$ cat config.mk
export PLATFORM = sky130hd
export DESIGN_NAME = range_down_counter
export DESIGN_NICKNAME = d
export VERILOG_FILES = /design/src/rtl/range_down_counter.sv
export SDC_FILE = /design/constraint.sdc
export NUM_CORES = 1
export LEC_CHECK = 0
export ABC_AREA = 1
export CORE_UTILIZATION = 25
export CTS_BUF_LIST = sky130_fd_sc_hd__clkbuf_4 sky130_fd_sc_hd__clkbuf_8 sky130_fd_sc_hd__clkbuf_16
export DETAILED_ROUTE_END_ITERATION = 7
export PLACE_DENSITY_LB_ADDON = 0.08
export SLEW_MARGIN = 5
export SYNTH_ARGS = -nofsm -noshare
export SYNTH_HDL_FRONTEND = slang
export SYNTH_SLANG_ARGS = --single-unit
$ cat constraint.sdc
create_clock -name clk -period 1.85 [get_ports clk]
set_clock_uncertainty 0.1 [all_clocks]
set_input_delay 0.37 -clock clk [delete_from_list [all_inputs] [get_ports clk]]
set_output_delay 0.37 -clock clk [all_outputs]
set_load 0.03 [all_outputs]
$ cat src/rtl/range_down_counter.sv
// Programmable down-counter: counts from a latched upper bound to a latched lower bound,
// then wraps (continuous) or parks in DONE (one-shot). All outputs are registered.
module range_down_counter #(
  parameter int unsigned WIDTH  = 4,
  parameter int unsigned HI_DEF = 12,
  parameter int unsigned LO_DEF = 3
) (
  input  logic             clk,
  input  logic             reset,
  input  logic             i_start,
  input  logic             i_stop,
  input  logic             i_oneshot,
  input  logic             i_en,
  input  logic             i_load,
  input  logic [WIDTH-1:0] i_load_val,
  input  logic [WIDTH-1:0] i_hi,
  input  logic [WIDTH-1:0] i_lo,
  output logic [WIDTH-1:0] o_count,
  output logic             o_busy,
  output logic             o_tc,
  output logic             o_done,
  output logic [7:0]       o_wraps,
  output logic             o_cfg_err
);

  localparam logic [WIDTH-1:0] HiDef = WIDTH'(HI_DEF);
  localparam logic [WIDTH-1:0] LoDef = WIDTH'(LO_DEF);

  typedef enum logic [1:0] {StIdle, StRun, StDone} state_e;

  state_e           r_state, w_state_d;
  logic [WIDTH-1:0] r_count, w_count_d;
  logic [WIDTH-1:0] r_hi, w_hi_d;
  logic [WIDTH-1:0] r_lo, w_lo_d;
  logic             r_oneshot, w_oneshot_d;
  logic [7:0]       r_wraps, w_wraps_d;
  logic             r_busy, w_busy_d;
  logic             r_tc, w_tc_d;
  logic             r_done, w_done_d;
  logic             r_cfg_err, w_cfg_err_d;

  // State and datapath registers
  always_ff @(posedge clk) begin
    if (reset) begin
      r_state   <= StIdle;
      r_count   <= HiDef;
      r_hi      <= HiDef;
      r_lo      <= LoDef;
      r_oneshot <= 1'b0;
      r_wraps   <= 8'd0;
      r_busy    <= 1'b0;
      r_tc      <= 1'b0;
      r_done    <= 1'b0;
      r_cfg_err <= 1'b0;
    end else begin
      r_state   <= w_state_d;
      r_count   <= w_count_d;
      r_hi      <= w_hi_d;
      r_lo      <= w_lo_d;
      r_oneshot <= w_oneshot_d;
      r_wraps   <= w_wraps_d;
      r_busy    <= w_busy_d;
      r_tc      <= w_tc_d;
      r_done    <= w_done_d;
      r_cfg_err <= w_cfg_err_d;
    end
  end

  // Next-state and datapath; stop outranks everything below reset
  always_comb begin
    w_state_d   = r_state;
    w_count_d   = r_count;
    w_hi_d      = r_hi;
    w_lo_d      = r_lo;
    w_oneshot_d = r_oneshot;
    w_wraps_d   = r_wraps;
    w_cfg_err_d = 1'b0;
    if (i_stop) begin
      w_state_d = StIdle;
    end else begin
      unique case (r_state)
        StIdle, StDone: begin
          if (i_start) begin
            if (i_hi < i_lo) begin
              w_cfg_err_d = 1'b1;
            end else begin
              w_state_d   = StRun;
              w_hi_d      = i_hi;
              w_lo_d      = i_lo;
              w_oneshot_d = i_oneshot;
              w_count_d   = i_hi;
              w_wraps_d   = 8'd0;
            end
          end
        end
        StRun: begin
          if (i_load) begin
            if ((i_load_val >= r_lo) && (i_load_val <= r_hi)) begin
              w_count_d = i_load_val;
            end else begin
              w_cfg_err_d = 1'b1;
            end
          end else if (i_en) begin
            if (r_count != r_lo) begin
              w_count_d = r_count - 1'b1;
            end else if (r_oneshot) begin
              w_state_d = StDone;
            end else begin
              w_count_d = r_hi;
              if (r_wraps != 8'hFF) w_wraps_d = r_wraps + 8'd1;
            end
          end
        end
        default: w_state_d = StIdle;
      endcase
    end
  end

  // Status flags from next-state values so they line up with the registered count
  always_comb begin
    w_busy_d = (w_state_d == StRun);
    w_tc_d   = (w_state_d == StRun) && (w_count_d == w_lo_d);
    w_done_d = (w_state_d == StDone);
  end

  assign o_count   = r_count;
  assign o_busy    = r_busy;
  assign o_tc      = r_tc;
  assign o_done    = r_done;
  assign o_wraps   = r_wraps;
  assign o_cfg_err = r_cfg_err;

endmodule

==> summary.txt <==
Cells and area
  • Share of cells above drive strength 1: 51.08%
  • Fin nets: 450
  • Util after Layout: 47.80%
  • Design area: 0.003541 mm^2
  • Ant. Diodes: 0
  • Area growth syn-to-layout: 80.14%

Synth
  • Xor-xnor portion of the synthesized cell area: 2.673%
  • Post-synth EDFFs: 0
  • Largest cells by area after synthesis: dfxtp_1 27%, nand2_1 17%, nand3_1 9.2%
  • Synth warn: 0
  • Synth Area in Compound Gates: 13.43%
  • Yosys top cell area share: 27.50%
  • Post-Syn Nets: 330
  • Post-synthesis sequential area ratio: 27.50%
  • Yosys top cell by area: dfxtp_1
  • #FFs+latches synth: 27
  • Post-Syn Area: 0.001966 mm^2
  • Syn Inst Count: 298
  • Most frequent cell after synthesis: nand2_1
  • Mux cell area share after synthesis: 0%
  • Top post-synthesis cells by count: 90 x nand2_1, 39 x inv_1, 36 x nand3_1, 27 x dfxtp_1, 19 x a21oi_1
  • Synth async-reset ratio: 0%
  • Yosys cell types: 31
  • Synth Area in Simple Gates: 38.38%
  • Largest family of logic cells by synthesized area: simple AND/OR/NAND/NOR gates
  • Main flop type after synthesis: dfxtp_1
  • Mean post-synth cell area: 6.596 um^2
  • Adder-Cell Fraction of Synth Area: 8.275%

Worst setup path
  • Critical path type: input port to register
  • CP Launch Type: input port
  • R2R cell count: 17
  • Worst setup path start: i_load_val[2]
  • CP Max Fanout: 4
  • Critical path capture point type: register
  • WP data required: 1.98 ns
  • Arrival time worst endpoint: 2.09 ns
  • Reg-to-reg startpoint: r_lo[3]

Floorplanning
  • Row Count: 31
  • CORE AREA: 0.007408 mm^2
  • Die width: 90.67 um
  • Initial Utilization: 26.53%
  • Die area: 0.008221 mm^2
  • Die Ht: 90.67 um
  • I/O pin cnt: 35

Route
  • Via count: 2297
  • TritonRoute pass-1 iters: 5
  • DRC viols: 0
  • Routed Wire Length: 6909 um
  • Detail Route Antenna Nets: 0
  • Wirelength per Cell: 13.39 um
  • Iter 0 DRT Violations: 85
  • Via/cell ratio: 4.452

Placed design
  • Gpl congestion: 0.8305
  • Post-DP Area: 0.002960 mm^2
  • Port bufs: 34
  • Dpl hpwl: 5297 um

Global routing
  • GR Util met1: 23.32%
  • Gr ovfl total: 0
  • M3 GR Usage: 2.441%
  • Antenna violations before repair: 0
  • Gr busiest metal: met2
  • First-pass GRT wire length: 11280 um
  • Largest net degree at the start of global routing: 15
  • GRT met2 Usage: 29.17%
  • Vias in the first global route: 2257
  • GRT Util Overall: 17.38%

CTS
  • # hold bufs at CTS: 0
  • Clock buffer depth: 2
  • Root Buffer: clkbuf_8
  • H-tree levels: 1
  • Clock Sinks: 27
  • CTS tree: built
  • Clk pin slew, worst setup/hold paths: 0.11 ns
  • Clk_lat worst skew: 0.28 ns
  • Num CTS Buffers: 3

STA
  • Worst slew pin tran: 0.3367 ns
  • Fmax: 509.2 MHz
  • Final Slew Violations: 0
  • Fin. Hold Viols: 0
  • Final setup viols: 4
  • RSZ-0062 raised after global routing: yes
  • Tmin final: 1.964 ns
  • Slew Limit Headroom: 77.52%
  • Final worst path period share: 106.2%
  • PnR worst setup slack: -0.1138 ns

Power
  • Clock power frac: 21.2%
  • Net load switching power: 0.0006492 W
  • Internal Power: 0.001153 W
  • LEAKAGE: 1.668 nW
  • Pwr/cell area: 509.1 mW/mm^2
  • Max rail drop VDD: 289.8 uV
  • Seq pwr share: 35.0%
  • Switching share of power: 36.01%
  • Logic gate share of total power: 43.9%

Worst hold path
  • Worst hold path depth: 4
  • Worst min path class: input port to register
  • Hold path startpoint: i_hi[2]

Outcome
  • Status: complete, but fails checks
  • Failing checks: negative setup slack

Run
  • Max-cap violations: 0
[routing by layer]
| layer | part of all wire (%) | wire (um) | up-vias |
|---|---|---|---|
| met1 | 49 | 3360 | 1032 |
| met4 | 1.5 | 104 | 0 |
| met3 | 3.0 | 206 | 8 |
| met2 | 47 | 3237 | 49 |
| met5 | 0 | 0 | - |
| li1 | - | - | 1208 |
[power groups by stage]
stage	combinational, W	sequential, W	clock [W]
floorplan	0.000274	0.000661	0
global placement	0.000588	0.000637	0
detailed placement	0.000589	0.000637	0
CTS	0.000690	0.000628	0.000395
global route	0.000863	0.000635	0.000406
finish	0.000791	0.000630	0.000382
[area by class of cell]
cell class	instances	area [um^2]
Sequential cell	27	558.0
Tap cell	99	123.9
Timing Repair Buffer	117	953.4
Multi-Input combinational cell	222	1672
Clock buffer	4	48.80
Fill cell	742	3867
Inverter	47	185.2
[cell families after synthesis]
kind of cell,after synthesis
xor+xnor,6
simple gates,159
fa+ha+maj,13
flops,27
buf+inv,50
compound gates,43
[path summary, 6_finish.rpt]
path,to,slack (ns)
worst max-delay path,o_tc,-0.11
worst min-delay path,r_hi[2],0.36
worst max register to register,o_tc,-0.09
worst min register to register,r_hi[0],0.40
[timing repair]
action                     in CTS  in global routing
resized for setup              97                 64
pin swaps                      25                 37
buffers inserted                5                  9
setup endpoints to repair      35                 21
gates cloned                    1                  0
[critical path, stage by stage]
cell and delay [ns]:
clkdlybuf4s15_1 0.29, ha_4 0.33, nand2_4 0.05, inv_4 0.06
nand3_4 0.06, nand3_4 0.12, buf_6 0.11, nand3_2 0.08
nand3_2 0.07, nand3_2 0.07, nand2_2 0.08, nand2_4 0.06
nand2_2 0.05, nand2_1 0.06, nand2_2 0.07, nand3_2 0.07
nor2_1 0.09
[placed cells by master, fill, tap and decap left out, types with 2 or more instances in the layout]
cell,synthesis,layout
nand3_2,0,13
a211oi_1,4,2
buf_2,1,4
a211oi_2,0,2
ha_4,0,8
nor2_1,13,12
buf_6,0,9
clkdlybuf4s50_1,0,11
o21ai_1,0,3
dlymetal6s2s_1,0,2
nand3_1,36,20
a21oi_2,1,5
dlygate4sd2_1,0,12
clkbuf_2,0,3
nand2_4,5,13
xor2_1,4,4
inv_1,39,28
nor2_4,5,7
o21ai_0,14,11
nand3_4,0,3
a21oi_1,19,12
clkbuf_8,0,3
a21oi_4,0,3
ha_1,13,4
o211ai_1,2,2
dfxtp_1,27,13
dfxtp_2,0,14
nand2_1,90,60
nand2_2,2,24
inv_4,1,2
nand4_1,3,3
xnor2_1,2,2
inv_2,5,15
buf_4,0,74
[per-stage QoR]
| step | setup TNS, ns | total power (W) | hold slack, ns | cells | worst slack, ns |
|---|---|---|---|---|---|
| finish | -0.1932 | 0.001803 | 0.3624 | 516 | -0.1138 |
| global route | -1.084 | 0.001903 | 0.3773 | 516 | -0.2809 |
| CTS | -0.1272 | 0.001713 | 0.4004 | 508 | -0.08989 |
| detailed placement | -16.63 | 0.001226 | 0.3823 | 498 | -0.8506 |
| global placement | -16.27 | 0.001225 | 0.3782 | 498 | -0.7950 |
| floorplan | 0 | 0.0009353 | 0.3485 | 298 | 0.001037 |
[sequential cells by signal, indices dropped and copies added, names as in the netlist]
signal     cells
r_lo           4
o_busy         1
r_state        2
o_wraps        8
o_count        4
o_cfg_err      1
o_done         1
r_oneshot      1
r_hi           4
o_tc           1
Note: power is estimated with default switching activity, not from simulation.
